--- config.mk ---
export PLATFORM = sky130hd
export DESIGN_NAME = dot_product_engine
export DESIGN_NICKNAME = d
export VERILOG_FILES = /design/src/rtl/dot_pkg.sv /design/src/rtl/dot_mac.sv /design/src/rtl/dot_product_engine.sv
export SDC_FILE = /design/constraint.sdc
export NUM_CORES = 1
export LEC_CHECK = 0
export CORE_MARGIN = 4
export CORE_UTILIZATION = 52
export CTS_CLUSTER_DIAMETER = 100
export DETAILED_ROUTE_END_ITERATION = 12
export GPL_TIMING_DRIVEN = 0
export PLACE_DENSITY = 0.78
export SYNTH_ARGS = -nofsm -noshare
export SYNTH_HDL_FRONTEND = slang
export SYNTH_HIERARCHICAL = 1
export SYNTH_SLANG_ARGS = --single-unit
--- constraint.sdc ---
create_clock -name clk -period 4.5 [get_ports clk]
set_input_delay 0.675 -clock clk [delete_from_list [all_inputs] [get_ports clk]]
set_output_delay 0.675 -clock clk [all_outputs]
set_load 0.005 [all_outputs]
--- src/rtl/dot_pkg.sv ---
// ============================================================================
// Module      : dot_pkg
// Description : Shared types and width constants for the dot-product engine.
// Revision    : 1.0 - initial release
// ============================================================================
`default_nettype none

package dot_pkg;

    localparam int C_DATA_WIDTH = 8;
    localparam int C_ADDR_WIDTH = 4;
    localparam int C_ACC_WIDTH  = 20;

    typedef enum logic [1:0] {
        IDLE  = 2'd0,
        FETCH = 2'd1,
        DRAIN = 2'd2,
        DONE  = 2'd3
    } dot_state_e;

    // Smallest accumulator that cannot overflow for a full-length vector.
    function automatic int min_acc_width(input int data_width, input int addr_width);
        return 2 * data_width + addr_width;
    endfunction

endpackage

`default_nettype wire

--- src/rtl/dot_mac.sv ---
// ============================================================================
// Module      : dot_mac
// Description : Registered multiply-accumulate with synchronous clear/enable.
//               Define DOT_SIGNED_EN for two's-complement operands.
// Revision    : 1.0 - initial release
// ============================================================================
`default_nettype none

module dot_mac
    import dot_pkg::*;
#(
    parameter int DATA_WIDTH = C_DATA_WIDTH,
    parameter int ACC_WIDTH  = C_ACC_WIDTH
) (
    input  logic                  clk,
    input  logic                  rst_n,
    input  logic                  clr,
    input  logic                  en,
    input  logic [DATA_WIDTH-1:0] a,
    input  logic [DATA_WIDTH-1:0] b,
    output logic [ACC_WIDTH-1:0]  acc
);

    logic [2*DATA_WIDTH-1:0] w_a_ext;
    logic [2*DATA_WIDTH-1:0] w_b_ext;
    logic [2*DATA_WIDTH-1:0] w_prod;
    logic                    w_ext_bit;
    logic [ACC_WIDTH-1:0]    w_prod_ext;
    logic [ACC_WIDTH-1:0]    r_acc;

    // Operands are widened to the product width first, so the low 2*DATA_WIDTH
    // bits of an unsigned multiply are also the exact signed product.
`ifdef DOT_SIGNED_EN
    assign w_a_ext   = {{DATA_WIDTH{a[DATA_WIDTH-1]}}, a};
    assign w_b_ext   = {{DATA_WIDTH{b[DATA_WIDTH-1]}}, b};
    assign w_ext_bit = w_prod[2*DATA_WIDTH-1];
`else
    assign w_a_ext   = {{DATA_WIDTH{1'b0}}, a};
    assign w_b_ext   = {{DATA_WIDTH{1'b0}}, b};
    assign w_ext_bit = 1'b0;
`endif

    assign w_prod     = w_a_ext * w_b_ext;
    assign w_prod_ext = {{(ACC_WIDTH-2*DATA_WIDTH){w_ext_bit}}, w_prod};

    always_ff @(posedge clk) begin
        if (!rst_n) begin
            r_acc <= '0;
        end else if (clr) begin
            r_acc <= '0;
        end else if (en) begin
            r_acc <= r_acc + w_prod_ext;
        end
    end

    assign acc = r_acc;

endmodule

`default_nettype wire

--- src/rtl/dot_product_engine.sv ---
// ============================================================================
// Module      : dot_product_engine
// Description : Walks a shared read address over two operand memories and
//               accumulates the pairwise products. DOT_SIGNED_EN selects
//               signed arithmetic inside dot_mac.
// Revision    : 1.0 - initial release
// ============================================================================
`default_nettype none

module dot_product_engine
    import dot_pkg::*;
#(
    parameter int DATA_WIDTH = C_DATA_WIDTH,
    parameter int ADDR_WIDTH = C_ADDR_WIDTH,
    parameter int ACC_WIDTH  = C_ACC_WIDTH
) (
    input  logic                  clk,
    input  logic                  rst_n,
    input  logic                  start,
    input  logic [ADDR_WIDTH-1:0] len_m1,
    output logic                  busy,
    output logic                  rd_en,
    output logic [ADDR_WIDTH-1:0] rd_addr,
    input  logic [DATA_WIDTH-1:0] rd_data_a,
    input  logic [DATA_WIDTH-1:0] rd_data_b,
    output logic [ACC_WIDTH-1:0]  result,
    output logic                  result_valid,
    input  logic                  result_ready
);

    if (ACC_WIDTH < min_acc_width(DATA_WIDTH, ADDR_WIDTH)) begin : g_acc_width_chk
        $error("ACC_WIDTH too small for overflow-free accumulation");
    end

    dot_state_e            r_state;
    dot_state_e            w_state_nxt;
    logic [ADDR_WIDTH-1:0] r_len_m1;
    logic [ADDR_WIDTH-1:0] r_rd_addr;
    logic [ADDR_WIDTH-1:0] w_rd_addr_nxt;
    logic                  r_rd_en;
    logic                  w_rd_en_nxt;
    logic                  r_pipe_vld;
    logic                  w_start_acc;
    logic [ACC_WIDTH-1:0]  w_acc;

    always_comb begin
        w_state_nxt   = r_state;
        w_rd_en_nxt   = r_rd_en;
        w_rd_addr_nxt = r_rd_addr;
        w_start_acc   = 1'b0;
        case (r_state)
            IDLE: begin
                if (start) begin
                    w_start_acc   = 1'b1;
                    w_state_nxt   = FETCH;
                    w_rd_en_nxt   = 1'b1;
                    w_rd_addr_nxt = '0;
                end
            end
            FETCH: begin
                // Stop on equality so a full-range vector never wraps the address.
                if (r_rd_addr == r_len_m1) begin
                    w_state_nxt = DRAIN;
                    w_rd_en_nxt = 1'b0;
                end else begin
                    w_rd_addr_nxt = r_rd_addr + ADDR_WIDTH'(1);
                end
            end
            DRAIN: begin
                w_state_nxt = DONE;
            end
            DONE: begin
                if (result_ready) begin
                    w_state_nxt = IDLE;
                end
            end
            default: begin
                w_state_nxt = IDLE;
            end
        endcase
    end

    always_ff @(posedge clk) begin
        if (!rst_n) begin
            r_state    <= IDLE;
            r_len_m1   <= '0;
            r_rd_addr  <= '0;
            r_rd_en    <= 1'b0;
            r_pipe_vld <= 1'b0;
        end else begin
            r_state    <= w_state_nxt;
            r_rd_addr  <= w_rd_addr_nxt;
            r_rd_en    <= w_rd_en_nxt;
            r_pipe_vld <= r_rd_en;
            if (w_start_acc) begin
                r_len_m1 <= len_m1;
            end
        end
    end

    // r_pipe_vld tracks the one-cycle memory read latency.
    dot_mac #(
        .DATA_WIDTH (DATA_WIDTH),
        .ACC_WIDTH  (ACC_WIDTH)
    ) u_mac (
        .clk   (clk),
        .rst_n (rst_n),
        .clr   (w_start_acc),
        .en    (r_pipe_vld),
        .a     (rd_data_a),
        .b     (rd_data_b),
        .acc   (w_acc)
    );

    assign busy         = (r_state != IDLE);
    assign rd_en        = r_rd_en;
    assign rd_addr      = r_rd_addr;
    assign result       = w_acc;
    assign result_valid = (r_state == DONE);

endmodule

`default_nettype wire

==> reports/qor.csv <==
metric,value,unit
status,finished clean,
clk_latency,0.29,ns
crit_fanout,8,
synth_cell_types,47,
worst_pin_slew,0.696,ns
clkPwrFrac,0.100,
async_reset_ff_frac,0,
syn_to_final_growth,23.0,%
seq_area_frac_synth,0.157,
dr.pass1.iters,4,
min_period,4.44,ns
htreeDepth,2,
cts-buffers-inserted,5,
wl,9250,µm
rows,32,
clock_path_buffers,2,
p_int,0.00118,W
syn-num-nets,597,
grt_pass1_wl,15600,µm
peakVddDrop,0.000282,V
grt_max_degree,12,
ys_warn_count,6,
cp.arrival,4.66,ns
yosysTopAreaCellShare,0.246,
fillers,649,
routabilityCongestion,0.868,
wl_per_cell,14.5,µm
synthCells,476,
io_buffers,47,
seq_power_share,0.163,
yosysMostFrequentCell,inv_1,
p_sw,0.00106,W
leakagePower,2.36,nW
drv_slew,0,
p_comb_frac,0.738,
cp-end-kind,flip-flop,
start_util,0.530,
synthTopCellsByArea,"fa_1, dfxtp_1, ha_1",
dpl.hpwl,7270,µm
ys_ff_latch,32,
slew_headroom,0.532,
tns,0,ns
clk_pin_slew,0.07,ns
synth.avg_cell_area,8.56,µm²
postCtsHoldBufs,0,
grt-ovfl-total,0,
switching_share,0.471,
nets,657,
finalWorstSetupSlack,0.0598,ns
dieArea,9320,µm²
rsz0062_at_grt,yes,
yosys.area.top_type,fa_1,
syn_area,4080,µm²
fmax,225,MHz
drt-vias-per-instance,5.17,
finalSetupViolations,0,
ios,51,
grt_pass1_vias,3533,
required,4.72,ns
clkSinkCount,32,
power_density,447,nW/µm²
core,7690,µm²
finalCritPeriodShare,0.987,
die_h,96.5,µm
dieWidth,96.5,µm
num_antenna_cells,0,
ant_nets,0,
hp-class,flip-flop to flip-flop,
dp_slack,-0.977,ns
antenna_found_initial,0,
drt_iter0_drc,128,
ys.flop_type,dfxtp_1,
root_buffer,clkbuf_8,
crit_type,input pin to flip-flop,
hold_viol_final,0,
startpoint_type,input pin,
synth_edf_count,0,
track_usage,0.213,
clock_skew,0.00788,ns
maxCapViolations,0,
drive_gt1_frac,0.132,
ys_top_cells_by_count,"inv_1, nand2_1, fa_1",
cts_tree,yes,
post-route-drc-count,0,
vias,3304,
==> flip-flops by register name, summed over array words and instances (netlist names) <==
name	flops
u_mac/acc	20
rd_en	1
r_pipe_vld	1
r_state	2
rd_addr	4
r_len_m1	4
==> layout by cell type (no fill, tap or decap), types with 3 or more instances in the layout <==
| master | count |
|---|---|
| a21o_1 | 4 |
| a21oi_1 | 19 |
| a31oi_1 | 3 |
| a31oi_2 | 3 |
| and2_1 | 32 |
| buf_4 | 9 |
| buf_6 | 5 |
| buf_8 | 3 |
| clkbuf_1 | 5 |
| clkbuf_8 | 7 |
| clkdlybuf4s50_1 | 34 |
| dfxtp_1 | 32 |
| fa_1 | 48 |
| ha_1 | 41 |
| ha_4 | 5 |
| inv_1 | 102 |
| inv_2 | 5 |
| mux2i_1 | 11 |
| nand2_1 | 47 |
| nand2_2 | 7 |
| nand2b_1 | 3 |
| nand3_1 | 6 |
| nand3b_1 | 4 |
| nand4_1 | 4 |
| nor2_1 | 17 |
| o211ai_1 | 4 |
| o21ai_0 | 9 |
| o21ai_1 | 4 |
| or3_1 | 3 |
| xnor2_1 | 5 |
| xor2_1 | 9 |
==> metal layers <==
layer,up-vias,wire [µm],track usage
met3,16,394,0.0356
met5,-,0,0
met2,77,4630,0.376
met1,1578,4070,0.266
met4,0,160,0.0619
li1,1633,-,-
==> worst paths after layout <==
| path | from | to | slack, ns | depth (start not counted) |
|---|---|---|---|---|
| setup / recovery | rd_data_b[4] | u_mac/acc[15] | 0.06 | 16 |
| hold / removal | r_len_m1[2] | r_len_m1[2] | 0.47 | 2 |
| hold reg to reg | r_len_m1[2] | r_len_m1[2] | 0.47 | 2 |
| setup reg to reg | u_mac/acc[6] | u_mac/acc[15] | 0.15 | 16 |
==> logic make-up (layout without fill, tap and decap cells) <==
logic type	Yosys count	in the layout	share of synthesized area
buffers and inverters	117	178	0.108
flip-flops	32	32	0.157
adder cells (fa/ha/maj)	97	97	0.390
AND/OR/NAND/NOR	136	136	0.168
multiplexers	11	11	0.0270
AO/OA/AOI/OAI	68	68	0.118
XOR/XNOR	15	15	0.0322
==> critical path, stage by stage <==
cell and delay, ns:
buf_6 0.11, and2_1 0.17, fa_1 0.45, fa_1 0.51, fa_1 0.54, inv_1 0.05
fa_1 0.50, inv_2 0.05, ha_4 0.22, a21o_1 0.18, a221o_1 0.41, a41oi_2 0.27
nand2_2 0.13, buf_4 0.16, xnor2_2 0.12, o21ai_1 0.12
==> power groups by stage <==
stage          sequential, W  combinational (W)  clock, W
2_1_floorplan       0.000361            0.00108         0
3_3_place_gp        0.000369            0.00139         0
3_5_place_dp        0.000369            0.00142         0
4_1_cts             0.000364            0.00151  0.000229
5_1_grt             0.000371            0.00186  0.000241
6_report            0.000364            0.00165  0.000223
==> stage by stage <==
step                power (W)  hold slack [ns]  cells  instance area [µm²]   util
finish                0.00224            0.474    639                 5010  0.652
global route          0.00247            0.504    639                 5010  0.652
CTS                   0.00210            0.476    637                 4900  0.638
detailed placement    0.00179            0.466    625                 4750  0.618
global placement      0.00175            0.456    625                 4750  0.618
floorplan             0.00144            0.448    476                 4150      -
==> final cells by class <==
class / count / area, µm² / share of cell area
Multi-Input combinational cell: 327 / 3140 / 0.627
Clock inverter: 3 / 18.8 / 0.00374
Timing Repair Buffer: 53 / 534 / 0.107
Tap cell: 102 / 128 / 0.0255
Clock buffer: 5 / 68.8 / 0.0137
Buffer: 10 / 78.8 / 0.0157
Sequential cell: 32 / 641 / 0.128
Inverter: 107 / 402 / 0.0801
==> what timing repair did <==
action,in CTS,in global routing
gates resized for setup,92,28
setup endpoints to repair,12,8
pin swaps,18,21
setup buffers,4,2
gates cloned,0,0
Power figures use the tool's default switching activity.
